`src/rtl/mem_stage_pkg.sv`:
```
// Shared definitions for the memory-access stage: bus widths, stall encoding,
// load lane-mask constants and bus payload structs.
package mem_stage_pkg;

    localparam int unsigned EX_TO_MEM_WD = 87;
    localparam int unsigned MEM_TO_WB_WD = 70;
    localparam int unsigned MEM_TO_RF_WD = 38;
    localparam int unsigned DATA_WD      = 32;
    localparam int unsigned MASK_WD      = 5;
    localparam int unsigned STALL_WD     = 6;

    localparam logic STOP    = 1'b1;
    localparam logic NO_STOP = 1'b0;

    localparam int unsigned STALL_SELF    = 3;
    localparam int unsigned STALL_WB      = 4;
    localparam int unsigned MASK_SIGN_BIT = 4;

    // Lane masks as produced by execute; note the halfword/byte lane ordering.
    localparam logic [3:0] MASK_W  = 4'b1111;
    localparam logic [3:0] MASK_H0 = 4'b1100;
    localparam logic [3:0] MASK_H1 = 4'b0011;
    localparam logic [3:0] MASK_B0 = 4'b1000;
    localparam logic [3:0] MASK_B1 = 4'b0100;
    localparam logic [3:0] MASK_B2 = 4'b0010;
    localparam logic [3:0] MASK_B3 = 4'b0001;

    typedef struct packed {
        logic [MASK_WD-1:0] mask;
        logic [5:0]         opcode;
        logic [31:0]        pc;
        logic               sram_en;
        logic [3:0]         sram_wen;
        logic               sel_rf_res;
        logic               rf_we;
        logic [4:0]         rf_waddr;
        logic [DATA_WD-1:0] ex_result;
    } ex_to_mem_t;

    typedef struct packed {
        logic               rf_we;
        logic [4:0]         rf_waddr;
        logic [DATA_WD-1:0] rf_wdata;
    } mem_to_rf_t;

    typedef struct packed {
        logic [31:0] pc;
        mem_to_rf_t  rf;
    } mem_to_wb_t;

    typedef enum logic {
        HOLD_IDLE,
        HOLD_HELD
    } hold_state_e;

endpackage

```
`src/rtl/mem_stage_load_extract.sv`:
```
// Load data lane selection and sign/zero extension from a 32-bit read word.
module load_extract
    import mem_stage_pkg::*;
(
    input  logic [MASK_WD-1:0] mask,
    input  logic [DATA_WD-1:0] word,
    output logic [DATA_WD-1:0] value
);

    logic sgn;

    always_comb begin
        value = '0;
        sgn   = mask[MASK_SIGN_BIT];
        case (mask[3:0])
            MASK_W:  value = word;
            MASK_H0: value = {{16{sgn & word[15]}}, word[15:0]};
            MASK_H1: value = {{16{sgn & word[31]}}, word[31:16]};
            MASK_B0: value = {{24{sgn & word[7]}},  word[7:0]};
            MASK_B1: value = {{24{sgn & word[15]}}, word[15:8]};
            MASK_B2: value = {{24{sgn & word[23]}}, word[23:16]};
            MASK_B3: value = {{24{sgn & word[31]}}, word[31:24]};
            default: value = '0;
        endcase
    end

endmodule

```
`src/rtl/mem_stage.sv`:
```
// Memory-access stage: EX->MEM pipeline register, load read-data hold across
// stalls, and packing of the write-back and forwarding buses.
module mem_stage
    import mem_stage_pkg::*;
(
    input  logic                    clk,
    input  logic                    rst,
    input  logic [STALL_WD-1:0]     stall,
    input  logic [EX_TO_MEM_WD-1:0] ex_to_mem_bus,
    input  logic [DATA_WD-1:0]      data_sram_rdata,
    output logic [MEM_TO_WB_WD-1:0] mem_to_wb_bus,
    output logic [MEM_TO_RF_WD-1:0] mem_to_rf_bus,
    output logic                    mem_is_load
);

    ex_to_mem_t   bus_q, bus_d;
    hold_state_e  state_q;
    logic [DATA_WD-1:0] rdata_hold_q;
    logic         hold_valid;
    logic         bubble_c, reload_c, is_load_c, capture_c, release_c;
    logic [DATA_WD-1:0] rd_word_c, load_val_c;
    mem_to_rf_t   rf_c;
    mem_to_wb_t   wb_c;
    logic         unused_bits;

    assign bubble_c  = (stall[STALL_SELF] == STOP) && (stall[STALL_WB] == NO_STOP);
    assign reload_c  = (stall[STALL_SELF] == NO_STOP);
    assign is_load_c = bus_q.sel_rf_res & bus_q.sram_en;
    // A bubble on the same edge as a capture wins, so capture excludes it.
    assign capture_c = is_load_c && (stall[STALL_SELF] == STOP) && !bubble_c;
    assign release_c = reload_c || bubble_c;
    assign hold_valid = (state_q == HOLD_HELD);

    always_comb begin
        bus_d = bus_q;
        if (bubble_c) begin
            bus_d = '0;
        end else if (reload_c) begin
            bus_d = ex_to_mem_t'(ex_to_mem_bus);
        end
    end

    always_ff @(posedge clk) begin
        if (rst) begin
            bus_q <= '0;
        end else begin
            bus_q <= bus_d;
        end
    end

    // Hold machine: freezes the first-cycle read data while this stage is stalled.
    always_ff @(posedge clk) begin
        if (rst) begin
            state_q      <= HOLD_IDLE;
            rdata_hold_q <= '0;
        end else begin
            case (state_q)
                HOLD_IDLE: begin
                    if (capture_c) begin
                        state_q      <= HOLD_HELD;
                        rdata_hold_q <= data_sram_rdata;
                    end
                end
                HOLD_HELD: begin
                    if (release_c) begin
                        state_q <= HOLD_IDLE;
                    end
                end
                default: state_q <= HOLD_IDLE;
            endcase
        end
    end

    assign rd_word_c = hold_valid ? rdata_hold_q : data_sram_rdata;

    load_extract u_load_extract (
        .mask  (bus_q.mask),
        .word  (rd_word_c),
        .value (load_val_c)
    );

    always_comb begin
        rf_c.rf_we    = bus_q.rf_we;
        rf_c.rf_waddr = bus_q.rf_waddr;
        rf_c.rf_wdata = bus_q.sel_rf_res ? load_val_c : bus_q.ex_result;
        wb_c.pc       = bus_q.pc;
        wb_c.rf       = rf_c;
    end

    assign mem_to_wb_bus = MEM_TO_WB_WD'(wb_c);
    assign mem_to_rf_bus = MEM_TO_RF_WD'(rf_c);
    assign mem_is_load   = is_load_c;

    assign unused_bits = ^{stall[5], stall[2:0], bus_q.opcode, bus_q.sram_wen};

endmodule

```
`config.mk`:
```
export PLATFORM = sky130hd
export DESIGN_NAME = mem_stage
export DESIGN_NICKNAME = d
export VERILOG_FILES = /design/src/rtl/mem_stage_pkg.sv /design/src/rtl/mem_stage_load_extract.sv /design/src/rtl/mem_stage.sv
export SDC_FILE = /design/constraint.sdc
export NUM_CORES = 1
export LEC_CHECK = 0
export CORE_MARGIN = 4
export CORE_UTILIZATION = 47
export CTS_CLUSTER_DIAMETER = 50
export CTS_CLUSTER_SIZE = 14
export DETAILED_ROUTE_END_ITERATION = 8
export PLACE_DENSITY_LB_ADDON = 0.1
export SETUP_SLACK_MARGIN = 0.1
export SKIP_CTS_REPAIR_TIMING = 1
export SYNTH_ARGS = -nofsm -noshare
export SYNTH_HDL_FRONTEND = slang
export SYNTH_SLANG_ARGS = --single-unit
```
`constraint.sdc`:
```
create_clock -name clk -period 5.8 [get_ports clk]
set_clock_uncertainty 0.05 [all_clocks]
set_input_delay 0.87 -clock clk [delete_from_list [all_inputs] [get_ports clk]]
set_output_delay 0.87 -clock clk [all_outputs]
set_load 0.005 [all_outputs]
```
==> results of run 1 <==
-- worst reg2reg max path, cell delays in order, from the launching register on --
cell,delay [ps]
dfxtp_1,800
nand2_1,270
nor3_2,780
buf_4,370
nand2_1,90
a21oi_1,130
-- layer usage --
layer | vias to the layer above | share of wire
met5 | - | 0
met4 | 0 | 0.024
met3 | 27 | 0.070
met2 | 167 | 0.49
met1 | 2286 | 0.42
li1 | 2394 | -
-- layout make-up --
class,instances,area share
sequential,110,0.2839
clock buffer,9,0.02902
multi-input combinational,399,0.3498
clock inverter,7,0.01241
timing repair buffer,229,0.2924
inverter,18,0.008705
tap,147,0.02370
-- how the worst min path moves through the flow --
stage,depth (start not counted),from,end
floorplan,2,rdata_hold_q[0]$_SDFFE_PP0P_,rdata_hold_q[0]$_SDFFE_PP0P_
global placement,2,rdata_hold_q[4]$_SDFFE_PP0P_,rdata_hold_q[4]$_SDFFE_PP0P_
detailed placement,2,rdata_hold_q[10]$_SDFFE_PP0P_,rdata_hold_q[10]$_SDFFE_PP0P_
CTS,2,rdata_hold_q[10]$_SDFFE_PP0P_,rdata_hold_q[10]$_SDFFE_PP0P_
global route,2,rdata_hold_q[2]$_SDFFE_PP0P_,rdata_hold_q[2]$_SDFFE_PP0P_
finish,2,rdata_hold_q[3]$_SDFFE_PP0P_,rdata_hold_q[3]$_SDFFE_PP0P_
-- placed cells by master, fill, tap and decap left out, drive strengths merged, types with 2 or more instances in the layout --
cell and count:
clkdlybuf4s50 220, dfxtp 110, mux2i 102, nor2 91
nand2 69, a21oi 32, o221ai 25, inv 19
nand2b 16, o22ai 16, clkbuf 9, buf 9
o32ai 9, mux2 8, o211ai 8, a211oi 7
nor3 4, clkinv 4, or4b 3, bufinv 2
nor4 2
-- flip-flops by register name, indices dropped and copies added, names as in the netlist --
register and cells:
mem_to_rf_bus 6, rdata_hold_q 32, bus_q 39, mem_to_wb_bus 32
hold_valid 1
-- cell usage after synthesis --
cell type,number,area [sq um]
o221ai_1,15,131.4
nor4_1,1,6.260
a21o_1,1,7.510
o32ai_2,1,16.27
o32ai_1,8,70.07
xor2_1,1,8.760
o211ai_2,1,12.51
nor3_1,4,20.02
buf_1,5,18.77
nor4_4,1,21.27
mux2_2,8,90.09
o211ai_1,7,52.55
dfxtp_1,110,2202
o221ai_2,10,150.1
nand4bb_1,1,11.26
a21oi_1,32,160.2
clkbuf_1,27,101.4
inv_1,18,67.56
nand2b_1,16,100.1
buf_4,77,578.1
o22ai_4,1,20.02
nand2_1,69,259.0
or4b_4,1,13.76
a211oi_1,7,52.55
o2bb2ai_1,1,8.760
mux2i_1,102,1021
or4b_1,2,20.02
nor2_1,91,341.6
or3b_1,1,8.760
o22ai_1,15,93.84
buf_6,3,33.78
or3_1,1,6.260
buf_2,14,70.07
o21ai_1,1,5.000
-- cells by family after synthesis --
kind of cell | count (synthesis) | synth area share
flops | 110 | 0.3810
mux | 110 | 0.1922
compound gates | 100 | 0.1351
buf+inv | 144 | 0.1504
simple gates | 188 | 0.1398
xor+xnor | 1 | 0.001515
-- power by group --
| group | internal [mW] | leakage, nW | total (mW) | switching (mW) |
|---|---|---|---|---|
| logic | 0.185 | 1.81 | 0.315 | 0.130 |
| registers | 0.782 | 0.898 | 0.801 | 0.0191 |
| clock network | 0.380 | 0.160 | 0.665 | 0.285 |
| total | 1.35 | 2.86 | 1.78 | 0.434 |
-- per-stage QoR --
| stage | instances | hold slack [ps] |
|---|---|---|
| after floorplan | 653 | 382.9 |
| after global placement | 903 | 388.1 |
| after detailed placement | 903 | 396.3 |
| after CTS | 919 | 405.7 |
| after global routing | 919 | 421.2 |
| final | 919 | 406.5 |
==> metrics.md, run 1 <==
| Metric | Value |
|---|---|
| Drt total wl | about 16000 microns |
| Initial antenna violation count | 0 |
| Dpl cell area | between 7000 and 8000 sq um |
| Via count | 4874 |
| Post-synthesis net count | 780 |
| Reg area | 2203 sq um |
| WP depth | 6 |
| Routability-driven placement congestion ratio | 0.8570 |
| Largest net degree at the start of global routing | 78 |
| R2R Path End | rdata_hold_q[19]$_SDFFE_PP0P_ |
| LEAKAGE | roughly 2.9 nW |
| # setup viols final | 0 |
| Multi-input logic area | 2715 sq um |
| CTS tree | yes |
| Fillers | roughly 1000 |
| Worst path cell trace | mux2i_1 > o32ai_2 > nor4_4 > buf_4 > o221ai_1 > clkdlybuf4s50_1 |
| Slew @ Worst Pin | 1086 ps |
| Number of inserted diodes | 0 |
| Class of the tightest hold or removal check | reg2reg |
| M2 GR Usage | 0.3741 |
| CTS Sinks | 110 |
| Minimum clock period | 4309 ps |
| Die H | between 100 and 150 microns |
| Starting density of the core | 0.4812 |
| CP Launch Point | hold_valid$_SDFF_PP0_ |
| Place WS | around 1600 ps |
| Vias per cell | ~5.3 |
| CTS Buf Count | 9 |
| Row cnt | 40 |
| Layout Nets | slightly below 900 |
| Clock Pin Slew Worst Setup and Hold Paths | 70 ps |
| DRC viols | 0 |
| Worst r2r path cells | 5 |
| Rel. slew slack | 0.2761 |
| Busiest grt layer | met2 |
| Syn Inst Count | 653 |
| I/O Pins | 236 |
| Sequential area share after synthesis | 0.3810 |
| Final hold violations | 0 |
| Register bit total from synthesis | 110 |
| Critical Path AT | about 3400 ps |
| Netlist Area Pre-Place | 5781 sq um |
| TNS Setup | 0 ps |
| Top delay family on crit path | flip-flops |
| 1st-pass router iterations | 5 |
| Overall Global Routing Usage | 0.2226 |
| Fin crit share | 0.7430 |
| IO buf count | 221 |
| Max IR drop VDD | between 0.1 and 0.15 mV |
| Worst setup EP type | primary output |
| Design Power | around 1.8 mW |
| CP Class | reg2out |
| Initial drt markers | approximately 340 |
| Vias in the first global route | 4894 |
| DIE AREA | 14140 sq um |
| HPWL Detailed | roughly 12000 microns |
| Layout area overhead | 34.26% |
| Post-route cell area | just under 8000 sq um |
| Share of cells above drive strength 1 | 0.06606 |
| Nature of the critical path startpoint | flop |
| Largest fanout on the critical path | 35 |
| Slowest-stage cell, CP | dfxtp_2 |
| # H-tree levels | 3 |
| First-pass GRT wire length | between 20000 and 30000 microns |
| PD cells | 229.5 nW/um^2 |
| Setup ws final | 1491 ps |
| Max_cap viols | 0 |
| GRT met1 Usage | 0.2667 |
| Ys Warns | 0 |
| Achievable clock frequency | 232.0 MHz |
| Mean Syn Cell Area | approximately 9 sq um |
| Critical path's largest stage delay | 970 ps |
| Reg2reg setup slack | 3260 ps |
| Slew Viols, Final | 0 |
| Finished Core Util | 0.6461 |
| Crit path required time | approximately 5000 ps |
| Final ANT Viol Nets | 0 |
| WP buf/inv | 2 |
| Status | finished clean |
| End point of the critical path | mem_to_wb_bus[16] |
| CTS root buf | clkbuf_16 |
| Met3 usage | 0.06695 |
| RSZ-0062 raised after global routing | no |
| RR Startpoint | bus_q[38]$_SDFFE_PP0N_ |
| Routed WL per cell | between 15 and 20 microns |
| Yosys cell types | 34 |
| Core area | roughly 12000 sq um |
| Clk buf depth | 2 |
| Worst skew pair latency | 350 ps |
| Chip width | 118.9 microns |
| Gr ovfl total | 0 |
(Power assumes the default switching activity.)
==> run 2: changes to the inputs <==
- CORE_UTILIZATION: 47 -> 39
- clock period: 5.8 -> 3.5 ns (I/O delays scaled with it)
==> run 2 against run 1 <==
Compared with the run above: register-to-register slack lost 1900 ps; via count grew 0.35%; worst hold slack gained 1.2 ps; sequential cell count is the same; utilization shrank 9.7 points; sequential power grew 66%; die area grew 19%; count of clock-buffer cells in the layout grew 3; sequential share of layout area shrank 0.71 points; design area grew 2.9%; critical path type is now in2out; largest power group unchanged.
==> metrics.md, run 2 (synthesis results as in run 1) <==
| Metric | Value |
|---|---|
| Slew Viols, Final | 0 (unchanged) |
| Post-Place Cells | 947 (was 903) |
| # H-tree levels | 3 (unchanged) |
| Highest-count cells in the layout ignoring fill and taps | clkdlybuf4s50_1, dfxtp_1, nor2_1, mux2i_1, nand2_1 (was clkdlybuf4s50_1, dfxtp_1, mux2i_1) |
| Routability-driven placement congestion ratio | 0.8634 (was 0.8570) |
| Slew @ Worst Pin | 1105 ps (was 1086 ps) |
| CTS tree | yes (unchanged) |
| Nature of the critical path startpoint | primary input (was flop) |
| Initial antenna violation count | 0 (unchanged) |
| Worst path cell trace | clkdlybuf4s50_1 > mux2i_2 > o32ai_4 > nor4_4 > buf_12 > o221ai_1 > clkdlybuf4s50_1 (was mux2i_1 > o32ai_2 > nor4_4 > buf_4 > o221ai_1 > clkdlybuf4s50_1) |
| Largest net degree at the start of global routing | 51 (was 78) |
| IO buf count | 221 (unchanged) |
| Clk buf depth | 2 (unchanged) |
| Slowest-stage cell, CP | clkdlybuf4s50_1 (was dfxtp_2) |
| Max IR drop VDD | 0.2898 mV (was 0.1423 mV) |
| PD cells | 371.1 nW/um^2 (was 229.5 nW/um^2) |
| Via count | 4891 (was 4874) |
| Design Power | 2.962 mW (was 1.781 mW) |
| Routed WL per cell | 17.77 microns (was 17.71 microns) |
| DIE AREA | 16830 sq um (was 14140 sq um) |
| Number of inserted diodes | 0 (unchanged) |
| Starting density of the core | 0.3977 (was 0.4812) |
| Drt total wl | 17120 microns (was 16280 microns) |
| Vias per cell | 5.079 (was 5.304) |
| Core area | 14530 sq um (was 12010 sq um) |
| Crit path required time | 2920 ps (was 4880 ps) |
| Commonest non-fill, non-tap cell in the layout | clkdlybuf4s50_1 (unchanged) |
| CP Class | in2out (was reg2out) |
| First-pass GRT wire length | 25820 microns (was 25250 microns) |
| Clock Pin Slew Worst Setup and Hold Paths | 70 ps (about the same) |
| Fillers | 1341 (was 1048) |
| Critical Path AT | 2790 ps (was 3390 ps) |
| Number of flip-flops in the largest register | 39 (unchanged) |
| 1st-pass router iterations | 5 (unchanged) |
| Layout Nets | 901 (was 894) |
| DRC viols | 0 (unchanged) |
| Worst skew pair latency | 350 ps (about the same) |
| Layout area overhead | 38.10% (was 34.26%) |
| Chip width | 129.7 microns (was 118.9 microns) |
| Status | finished clean (unchanged) |
| Largest fanout on the critical path | 15 (was 35) |
| CTS Buf Count | 9 (unchanged) |
| Cell mode on critical path | clkdlybuf4s50_1 |
| LEAKAGE | 2.959 nW (was 2.865 nW) |
| Gr ovfl total | 0 (unchanged) |
| CTS Sinks | 110 (unchanged) |
| WP buf/inv | 3 (was 2) |
| Achievable clock frequency | slightly below 300 MHz |
| Max_cap viols | 0 (unchanged) |
| Final ANT Viol Nets | 0 (unchanged) |
| Minimum clock period | 3369 ps |
| Rel. slew slack | 0.2635 (was 0.2761) |
| Reg with most FFs | bus_q (unchanged) |
| RSZ-0062 raised after global routing | yes (was no) |
| Overall Global Routing Usage | 0.1961 (was 0.2226) |
| CTS root buf | clkbuf_16 (unchanged) |
| HPWL Detailed | 13010 microns (was 12230 microns) |
| Critical path's largest stage delay | 510 ps (was 970 ps) |
| Final hold violations | 0 (unchanged) |
| Share of cells above drive strength 1 | 0.1027 (was 0.06606) |
| Worst setup EP type | primary output (unchanged) |
| Class of the tightest hold or removal check | reg2reg (unchanged) |
| Non-Filler Instances | 963 (was 919) |
| Vias in the first global route | 4854 (was 4894) |
| # setup viols final | 0 (unchanged) |
| Top delay family on crit path | buffers and inverters (was flip-flops) |
| Initial drt markers | 265 (was 344) |
| I/O Pins | 236 (unchanged) |
| Die H | 129.7 microns (was 118.9 microns) |
| Fin crit share | 0.9626 |
| Row cnt | 44 (was 40) |
[run 2: cell types whose count changed in the layout (fill, tap and decap cells not counted), moves of 2 or more]
cell,before,now
a211oi_1,7,4
a211oi_2,0,3
buf_12,0,2
buf_4,9,14
clkbuf_8,0,3
dfxtp_1,109,106
dfxtp_2,1,3
mux2i_1,102,91
mux2i_2,0,10
nand2_1,69,67
nand2_2,0,2
[run 2: tightest hold or removal path, cell delays in order (launching register included)]
cell and delay, ps:
dfxtp_1 310, nand2_1 50, a21oi_1 50
[run 2: stage by stage]
stage               hold slack, ps  area [sq um]  setup slack, ps  TNS, ps  utilization
global route                 428.0          7983            79.63        0       0.5492
floorplan                    382.9          5781             1070        0            -
global placement             388.2          7564            41.05        0       0.5204
finish                       407.8          7983            131.1        0       0.5492
CTS                          408.6          7883           -99.34   -970.6       0.5424
detailed placement           398.9          7564            23.53        0       0.5204
[run 2: final timing paths]
kind                                 start                       endpoint  slack [ps]  cells after the start
min          rdata_hold_q[18]$_SDFFE_PP0P_  rdata_hold_q[18]$_SDFFE_PP0P_         410                      2
max reg2reg         bus_q[38]$_SDFFE_PP0N_   rdata_hold_q[7]$_SDFFE_PP0P_        1340                      5
min reg2reg  rdata_hold_q[18]$_SDFFE_PP0P_  rdata_hold_q[18]$_SDFFE_PP0P_         410                      2
max                    data_sram_rdata[23]              mem_to_wb_bus[19]         130                      7
[run 2: layout make-up]
cell class | instances | area (sq um) | share of cell area
Sequential cell | 110 | 2210 | 0.2768
Timing Repair Buffer | 236 | 2347 | 0.2940
Clock buffer | 12 | 266.5 | 0.03339
Multi-Input combinational cell | 399 | 2809 | 0.3519
Inverter | 18 | 67.56 | 0.008464
Clock inverter | 4 | 52.55 | 0.006583
Tap cell | 184 | 230.2 | 0.02884
[run 2: power by group]
part | switching (mW) | internal, mW | leakage [nW]
Clock | 0.472 | 0.617 | 0.159
Combinational | 0.226 | 0.322 | 1.90
Sequential | 0.0302 | 1.30 | 0.899
[run 2: metal layers]
metal,up-vias,track usage,part of all wire
li1,2413,-,-
met1,2285,0.2511,0.43
met2,174,0.3197,0.48
met3,19,0.05239,0.070
met4,0,0.06968,0.017
met5,-,0,0
==> run 3: changes to the inputs <==
- PLACE_DENSITY: unset -> 0.77
- PLACE_DENSITY_LB_ADDON: 0.1 -> unset
==> run 3 against run 2 <==
Compared with the run above: sequential power hardly changed; count of clock-buffer cells in the layout fell by 3; die area unchanged; sequential cell count unchanged; worst hold slack got worse by 1.2 ps; non-clock buffer count increased by 6; critical path depth fell by 1; global-route usage down 0.78 points; via count is 0.14% higher; register-to-register slack improved by 90 ps; sequential share of layout area grew 0.051 points; largest power group unchanged; highest routed layer is now met5.
==> metrics.md, run 3 (synthesis results as in run 1) <==
| Metric | Value |
|---|---|
| 1st-pass router iterations | 5 (unchanged) |
| I/O Pins | 236 (unchanged) |
| CTS root buf | clkbuf_16 (unchanged) |
| Chip width | 129.7 microns (unchanged) |
| Max IR drop VDD | 0.2328 mV (was 0.2898 mV) |
| Final ANT Viol Nets | 0 (unchanged) |
| Routed WL per cell | 16.99 microns (was 17.77 microns) |
| Setup ws final | 178.4 ps (was 131.1 ps) |
| Layout Nets | 907 (was 901) |
| Clock Pin Slew Worst Setup and Hold Paths | 80 ps (was 70 ps) |
| Clk buf depth | 2 (unchanged) |
| CTS Buf Count | 9 (unchanged) |
| Core area | 14530 sq um (unchanged) |
| Highest-count cells in the layout ignoring fill and taps | clkdlybuf4s50_1, dfxtp_1, mux2i_1 (was clkdlybuf4s50_1, dfxtp_1, nor2_1, mux2i_1, nand2_1) |
| First-pass GRT wire length | 24840 microns (was 25820 microns) |
| Slew Viols, Final | 0 (unchanged) |
| Slowest-stage cell, CP | clkdlybuf4s50_1 (unchanged) |
| DRC viols | 0 (unchanged) |
| # setup viols final | 0 (unchanged) |
| Die H | 129.7 microns (unchanged) |
| Top delay family on crit path | buffers and inverters (unchanged) |
| Place WS | 69.39 ps (was 23.53 ps) |
| # H-tree levels | 3 (unchanged) |
| Overall Global Routing Usage | 0.1884 (was 0.1961) |
| Initial antenna violation count | 1 (was 0) |
| Worst setup EP type | primary output (unchanged) |
| WP buf/inv | 2 (was 3) |
| Drt total wl | 16460 microns (was 17120 microns) |
| Via count | 4898 (was 4891) |
| Row cnt | 44 (unchanged) |
| Largest net degree at the start of global routing | 78 (was 51) |
| Layout area overhead | 38.07% (was 38.10%) |
| LEAKAGE | 2.953 nW (was 2.959 nW) |
| Critical path's largest stage delay | 570 ps (was 510 ps) |
| CP Class | reg2out (was in2out) |
| Finished Core Util | 0.5492 (about the same) |
| Fillers | 1358 (was 1341) |
| Number of flip-flops in the largest register | 39 (unchanged) |
| Max_cap viols | 0 (unchanged) |
| Vias per cell | 5.055 (was 5.079) |
| Vias in the first global route | 4715 (was 4854) |
| Starting density of the core | 0.3977 (unchanged) |
| PD cells | 354.9 nW/um^2 (was 371.1 nW/um^2) |
| Initial drt markers | 367 (was 265) |
| Fin crit share | 0.9490 (was 0.9626) |
| Achievable clock frequency | 301.1 MHz (was 296.8 MHz) |
| Reg2reg setup slack | 1430 ps (was 1340 ps) |
| Crit path required time | 2920 ps (about the same) |
| Gr ovfl total | 0 (unchanged) |
| Minimum clock period | 3322 ps (was 3369 ps) |
| Number of inserted diodes | 0 (unchanged) |
| HPWL Detailed | 12410 microns (was 13010 microns) |
| Reg with most FFs | bus_q (unchanged) |
| Nature of the critical path startpoint | flop (was primary input) |
| Critical Path AT | 2750 ps (was 2790 ps) |
| Status | finished clean (unchanged) |
| Worst path cell trace | or3b_4 > o32ai_4 > nor4_4 > buf_12 > o221ai_1 > clkdlybuf4s50_1 (was clkdlybuf4s50_1 > mux2i_2 > o32ai_4 > nor4_4 > buf_12 > o221ai_1 > clkdlybuf4s50_1) |
| Largest fanout on the critical path | 15 (unchanged) |
| Non-Filler Instances | 969 (was 963) |
| Routability-driven placement congestion ratio | 0.8740 (was 0.8634) |
| Commonest non-fill, non-tap cell in the layout | clkdlybuf4s50_1 (unchanged) |
| Final hold violations | 0 (unchanged) |
| Post-Place Cells | 953 (was 947) |
| IO buf count | 221 (unchanged) |
| CTS tree | yes (unchanged) |
| RSZ-0062 raised after global routing | yes (unchanged) |
| Slew @ Worst Pin | 1098 ps (was 1105 ps) |
| CTS Sinks | 110 (unchanged) |
| Rel. slew slack | 0.2679 (was 0.2635) |
| Worst skew pair latency | 350 ps (about the same) |
| Class of the tightest hold or removal check | reg2reg (unchanged) |
| Share of cells above drive strength 1 | 0.1057 (was 0.1027) |
| Final hold slack | 406.6 ps (was 407.8 ps) |
| DIE AREA | 16830 sq um (unchanged) |
[run 3: layout make-up]
cell class                 instances  area (sq um)  area share
sequential                       110          2213      0.2773
tap                              184         230.2     0.02884
clock inverter                     7         51.30    0.006427
inverter                          18         67.56    0.008465
multi-input combinational        399          2798      0.3505
timing repair buffer             242          2396      0.3002
clock buffer                       9         225.2     0.02822
[run 3: worst register-to-register path: stages, from the launching register on]
cell,delay [ps]
dfxtp_4,490
buf_4,260
or3_1,880
nand2_1,150
a21oi_1,180
[run 3: report_power, final]
part	switching, mW	total [mW]	internal, mW	leakage, nW
logic	0.222	0.546	0.324	1.92
clock network	0.477	0.962	0.484	0.131
registers	0.0289	1.32	1.30	0.900
total	0.729	2.83	2.10	2.95
[run 3: stage by stage]
stage	total power [mW]	TNS, ps	instance area, sq um
finish	2.833	0	7981
global route	2.960	0	7981
CTS	2.855	-257.5	7885
detailed placement	1.894	0	7609
global placement	1.888	0	7609
floorplan	1.628	0	5781
[run 3: worst paths after layout]
check / startpoint / to / cells after the start
worst min-delay path: rdata_hold_q[16]$_SDFFE_PP0P_ / rdata_hold_q[16]$_SDFFE_PP0P_ / 2
worst max-delay path: bus_q[83]$_SDFFE_PP0N_ / mem_to_rf_bus[16] / 6
worst max register to register: hold_valid$_SDFF_PP0_ / rdata_hold_q[31]$_SDFFE_PP0P_ / 4
worst min register to register: rdata_hold_q[16]$_SDFFE_PP0P_ / rdata_hold_q[16]$_SDFFE_PP0P_ / 2
[run 3: routing by layer]
layer  part of all wire  global-route usage  wire (microns)
met1               0.44              0.2444            7168
met2               0.48              0.3063            7875
met3              0.067             0.05076            1110
met4              0.018             0.05990             295
met5            0.00079                   0              13
